===== src/rtl/regfile_scoreboard.sv =====
// Parametrised register file with post-reset clearing sweep, pending-write scoreboard and debug port.
// Optional write-first forwarding on the read ports is enabled by defining RF_BYPASS_EN.
module regfile_scoreboard #(
    parameter int                DATA_W  = 32,
    parameter int                ADDR_W  = 5,
    parameter int                NUM_RD  = 2,
    parameter int                SP_IDX  = 2,
    parameter logic [DATA_W-1:0] SP_INIT = 32'h7fffefe4
) (
    input  logic                       clk,
    input  logic                       rst_n,
    input  logic                       we,
    input  logic [ADDR_W-1:0]          waddr,
    input  logic [DATA_W-1:0]          wdata,
    input  logic [NUM_RD*ADDR_W-1:0]   raddr,
    output logic [NUM_RD*DATA_W-1:0]   rdata,
    output logic [NUM_RD-1:0]          rd_busy,
    input  logic                       issue_valid,
    input  logic [ADDR_W-1:0]          issue_rd,
    input  logic [ADDR_W-1:0]          dbg_sel,
    output logic [DATA_W-1:0]          dbg_data,
    output logic                       init_done
);
    localparam int                DEPTH   = 2**ADDR_W;
    localparam logic [ADDR_W-1:0] SP_ADDR = ADDR_W'(SP_IDX);
    localparam logic [ADDR_W-1:0] LAST    = {ADDR_W{1'b1}};
    localparam logic [0:0]        S_INIT  = 1'b0;
    localparam logic [0:0]        S_READY = 1'b1;

    logic [0:0]        state;
    logic [ADDR_W-1:0] cnt;
    logic [DATA_W-1:0] mem [DEPTH];
    logic [DEPTH-1:0]  busy, busy_nxt;

    assign init_done = (state == S_READY);

    always_ff @(posedge clk or negedge rst_n) begin
        if (!rst_n) begin
            state <= S_INIT;
            cnt   <= '0;
        end else if (state == S_INIT) begin
            cnt <= cnt + 1'b1;
            if (cnt == LAST) state <= S_READY;
        end
    end

    // Array has no reset; the sweep is the only thing that defines its contents.
    always_ff @(posedge clk) begin
        if (state == S_INIT)
            mem[cnt] <= (cnt == SP_ADDR) ? SP_INIT : '0;
        else if (we && waddr != '0)
            mem[waddr] <= wdata;
    end

    // Clear first, then set, so an issue on the retiring index keeps it pending.
    always_comb begin
        busy_nxt = busy;
        if (init_done) begin
            if (we)                              busy_nxt[waddr]    = 1'b0;
            if (issue_valid && issue_rd != '0)   busy_nxt[issue_rd] = 1'b1;
        end
        busy_nxt[0] = 1'b0;
    end

    always_ff @(posedge clk or negedge rst_n) begin
        if (!rst_n) busy <= '0;
        else        busy <= busy_nxt;
    end

    for (genvar i = 0; i < NUM_RD; i++) begin : g_rd
        logic [ADDR_W-1:0] ra;
        logic [DATA_W-1:0] stored;
        logic              hit;
        assign ra     = raddr[i*ADDR_W +: ADDR_W];
        assign stored = (ra == '0) ? '0 : mem[ra];
`ifdef RF_BYPASS_EN
        assign hit    = we && init_done && (waddr != '0) && (waddr == ra);
`else
        assign hit    = 1'b0;
`endif
        assign rdata[i*DATA_W +: DATA_W] = !init_done ? '0 : (hit ? wdata : stored);
        assign rd_busy[i]                = init_done && !hit && busy[ra];
    end

    assign dbg_data = (init_done && dbg_sel != '0) ? mem[dbg_sel] : '0;

endmodule


===== config.mk =====
export PLATFORM = sky130hd
export DESIGN_NAME = regfile_scoreboard
export DESIGN_NICKNAME = d
export VERILOG_FILES = /design/src/rtl/regfile_scoreboard.sv
export SDC_FILE = /design/constraint.sdc
export NUM_CORES = 1
export LEC_CHECK = 0
export BUFFER_PORTS_ARGS = -buffer_cell sky130_fd_sc_hd__buf_2
export CORE_MARGIN = 2
export CORE_UTILIZATION = 40
export CTS_CLUSTER_DIAMETER = 30
export DETAILED_ROUTE_END_ITERATION = 8
export PLACE_DENSITY = 0.64
export SYNTH_ARGS = -nofsm -noshare
export SYNTH_HDL_FRONTEND = slang
export SYNTH_SLANG_ARGS = --single-unit

===== constraint.sdc =====
create_clock -name clk -period 4.6 [get_ports clk]
set_clock_uncertainty 0.2 [all_clocks]
set_input_delay 0.46 -clock clk [delete_from_list [all_inputs] [get_ports clk]]
set_output_delay 0.46 -clock clk [all_outputs]
set_load 0.005 [all_outputs]

==> Word-level counts from Yosys, hierarchy flattened <==
Memory sizes are Yosys's and may differ from the RTL's.
Index checks and enable logic that the tools add are counted.
W data, S select, Z words.
{ "op_classes": {"n_addsub": 1, "order_cmp": 6, "eq_ne": 2, "mux": 26, "bitwise_logic": 3, "n_reduce_logical": 13} }
{ "op_table": {"columns": ["cell", "n"], "rows": [
  ["$mux W32", 9],
  ["$and A32 B32 Y32", 1],
  ["$not A32 Y32", 1],
  ["$or A32 B32 Y32", 1],
  ["$reduce_or A32 Y1", 1],
  ["$mux W31", 1],
  ["$lt A5 B6 Y1 const B", 4],
  ["$reduce_bool A5 Y1", 3],
  ["$mux W1", 11],
  ["$bmux W1 S5", 2],
  ["$demux W1 S5", 2],
  ["$ge A5 B1 Y1 const B", 2],
  ["$logic_not A5 Y1", 2],
  ["$logic_and A1 B1 Y1", 7],
  ["$add A5 B1 Y5 const B", 1],
  ["$eq A5 B2 Y1 const B", 1],
  ["$eq A5 B5 Y1 const B", 1],
  ["$mux W5", 1]
]} }
{ "totals": {"register_bits": 37, "ramBits": 1024, "mem_count": 1} }
{ "mem_list": {"columns": ["memory", "words", "word_bits", "rd", "rd_clocked_by_memory_dff", "wr", "line_no", "rtl"], "rows": [
  ["mem", 32, 32, 3, 0, 1, "32", "logic [DATA_W-1:0] mem [DEPTH];"]
]} }

==> Longest topological paths before layout <==
{ "depth": {"depth_word": 10, "mapped_depth": 8, "ltp_nobuf": 5} }

==> Worst setup path after synthesis <==
No wires, ideal clock.
{ "synth_timing": {"path_kind": "in2reg", "from": "input waddr[4]", "to": "memory mem[4][0] (enable)", "arrival_ns": 2.945, "required_ns": 3.979, "setup_slack_ns": 1.034, "cell_stages": 6, "path_buffers": 1, "path_cell_list": "clkbuf_1 nor3_1 a21oi_1 nor4b_1 a31oi_1 nor2_1"} }
{ "synth_via": {"elab_chain_cells": 7, "word_cells_on_any_way": 8, "classes_between": "mux: 5; reduce/logical: 3"} }
{ "synth_lines": {"columns": ["element", "line_no", "rtl"], "rows": [
  ["start, declared", "13", "input logic [ADDR_W-1:0] waddr,"],
  ["$reduce_bool A5 Y1", "51", "else if (we && waddr != '0)"],
  ["$logic_and A1 B1 Y1", "51", null],
  ["$mux W1", "51", null],
  ["$mux W1", "49", "if (state == S_INIT)"],
  ["$mux W1 (implied by the code)", "52", "mem[waddr] <= wdata;"],
  ["$reduce_or A32 Y1 (no source line)", null, null],
  ["$mux W5 (no source line) or $mux W1 (tied branches)", null, null],
  ["end, declared", "32", null]
]} }
Parallel ways exist; a longest one is shown, timed or not.

==> Final worst setup path <==
{ "layout_timing": {"from": "register state, in the netlist init_done", "to": "output dbg_data[11]"} }
{ "layout_via": {"elab_chain_cells": 2} }
{ "layout_lines": {"columns": ["element", "line_no", "rtl"], "rows": [
  ["start, declared", "30", "logic [0:0] state;"],
  ["start signal, assigned", "39", "state <= S_INIT;"],
  ["start signal, assigned", "43", "if (cnt == LAST) state <= S_READY;"],
  ["$logic_and A1 B1 Y1", "85", "assign dbg_data = (init_done && dbg_sel != '0) ? mem[dbg_sel] : '0;"],
  ["$mux W32", "85", null],
  ["end, declared", "21", "output logic [DATA_W-1:0] dbg_data,"]
]} }
No other way between the ends.

==> impl_metrics.json <==
{
  "syn2layout_area_growth_pct": 21.1,
  "antenna_found_initial": 6,
  "vias_per_cell": 6.62,
  "ys_seq_elements": 1061,
  "synth.distinct_cells": 54,
  "ys.flop_type": "edfxtp_1",
  "slew_viol_final": 0,
  "drt_iter0_markers": 4308,
  "ant_nets": 0,
  "htree_levels": 4,
  "p_per_area_nw_per_um2": 430,
  "clk_path_buf_depth": 3,
  "synth_xor_xnor_area_share": 0.000455,
  "cp-start-kind": "flop",
  "outcome": "complete, no violations",
  "synth_top_family_by_area": "multiplexers",
  "layout_common_cells": "1024 x edfxtp_1, 777 x mux4_2, 388 x mux2i_1",
  "yosys.area_share.simple": 0.0131,
  "grt_pass1_vias": 36400,
  "dieArea_sq_um": 147000,
  "period_share": 0.978,
  "max_freq_mhz": 222,
  "post_cts_buffers": 0,
  "firstDrtPassIters": 5,
  "synthMuxAreaShare": 0.372,
  "ir_worst_vdd_v": 0.000328,
  "grt_setup_unrepaired": "no",
  "finalHoldViolations": 0,
  "relSlewSlack": 0.227,
  "final_common_cell": "edfxtp_1",
  "hold_path.class": "input port to async pin",
  "final.setup.tns_ns": 0,
  "crit_path_end_kind": "primary output",
  "syn-cell-area_sq_um": 57800,
  "dpl.hpwl_um": 109000,
  "core_area_sq_um": 143000,
  "die_x_um": 384,
  "place_congestion": 0.827,
  "std_cell_rows": 139,
  "period_minus_slack_ns": 4.50,
  "cts.clk_slew.worst_paths_ns": 0.05,
  "synth-warning-count": 0,
  "synth-compound-area-share": 0.0416,
  "cap_viol_max_count": 0,
  "cp_max_fo": 32,
  "gr-total-overflow": 0,
  "tightestPinTransition_ns": 1.15,
  "synth_cells": 2984,
  "criticalPathCategory": "flop to primary output",
  "portBuffers": 159,
  "syn_nets": 3048,
  "io_pins": 160,
  "p_leak_nw": 25.0,
  "wirelength_um": 189000,
  "synth_edf_count": 1024,
  "seq_area_frac_synth": 0.548,
  "cp.arrival_ns": 3.84,
  "clkLatencyLatePin_ns": 0.82,
  "num_vias": 35700,
  "final_nets": 3340,
  "drt-wirelength-per-cell_um": 35.1,
  "drive_gt1_frac": 0.439,
  "cts_sinks": 1061,
  "cts_buffers": 238,
  "dieHeight_um": 384,
  "fin_hold_ws_ns": 0.0806,
  "synth_fa_ha_area_frac": 0.000650,
  "cts_tree": "done",
  "ys_async_sr_fraction": 0.0349,
  "start_util": 0.403,
  "required_ns": 3.94,
  "grt_pass1_wl_um": 267000,
  "p_total_mw": 30.1,
  "setup_viol_count_final": 0,
  "cts_root_buf": "clkbuf_16",
  "grt_max_degree": 88,
  "fillers": 11600,
  "remaining_drc_errors": 0,
  "grt.total_usage": 0.256,
  "syn_area_per_cell_sq_um": 19.4
}
[path summary, 6_finish.rpt]
path	from	end	slack [ns]	cells past startpoint
setup / recovery	init_done	dbg_data[11]	0.10	3
min in group clk	wdata[28]	mem[0][28]	0.10	3
hold / removal	rst_n	busy[24]	0.08	2
setup reg to reg	init_done	mem[23][5]	0.88	5
hold reg to reg	busy[10]	busy[10]	0.33	2
max in group asynchronous	rst_n	init_done	3.53	2
[cell usage after synthesis (25+ instances only)]
library cell	n	share of area
mux4_2	777	0.30
buf_1	36	0.0023
a21o_1	28	0.0036
buf_2	107	0.0093
clkbuf_1	96	0.0062
dfrtp_1	37	0.016
buf_4	31	0.0040
o21ai_0	63	0.0055
o22a_1	86	0.013
nand2_1	25	0.0016
o221ai_1	97	0.015
mux2i_1	388	0.067
nor2_1	51	0.0033
edfxtp_1	1024	0.53
[worst max-delay path, stage by stage (launching register included)]
cell	delay, ns
dfrtp_2	0.87
nand3_4	1.00
o221ai_1	0.86
buf_2	0.23
[area by class of cell]
cell class | count | area, sq um | share of cell area
Antenna cell | 1 | 2.50 | 0.0000358
Timing Repair Buffer | 330 | 2760 | 0.0394
Sequential cell | 1061 | 31700 | 0.453
Clock buffer | 274 | 6200 | 0.0886
Inverter | 6 | 22.5 | 0.000322
Tap cell | 1903 | 2380 | 0.0340
Multi-Input combinational cell | 1639 | 25000 | 0.358
Clock inverter | 172 | 1900 | 0.0272
[per-layer routing]
metal / wire length [um] / GRT usage / vias up
li1: - / - / 14000
met3: 20200 / 0.0698 / 419
met1: 70200 / 0.335 / 19100
met2: 90600 / 0.404 / 2122
met5: 40 / 0 / -
met4: 7890 / 0.108 / 8
[per-stage QoR]
step | utilization | std cells | worst slack [ns] | instance area, sq um
detailed placement | 0.429 | 4910 | 0.928 | 61600
global route | 0.488 | 5385 | 0.135 | 70000
CTS | 0.488 | 5385 | 0.155 | 70000
floorplan | - | 2984 | 1.03 | 57800
global placement | 0.429 | 4910 | 0.862 | 61600
finish | 0.488 | 5386 | 0.102 | 70000
[what timing repair did]
action / CTS / global route
hold endpoints to repair: 68 / 0
endpoints found under the setup margin: 0 / 1
hold buffers: 29 / 0
gates resized for setup: 0 / 1
[sequential cells by signal, summed over array words and instances (netlist names)]
name       flops
busy          31
cnt            5
init_done      1
mem         1024
[cell families (layout without fill, tap and decap cells)]
kind of cell / count (synthesis) / in the layout
other cells: 0 / 1
flops: 1061 / 1061
fa+ha+maj: 3 / 3
compound gates: 311 / 311
buf+inv: 284 / 782
xor+xnor: 3 / 3
mux: 1175 / 1175
simple gates: 147 / 147
[power breakdown]
group          switching, mW  leakage, nW  internal [mW]
clock network           5.52         3.91           11.4
registers             0.0429         11.0           10.7
logic                   1.41         10.1           1.02
total                   6.97         25.0           23.1
Note: power is estimated with default switching activity, not from simulation.
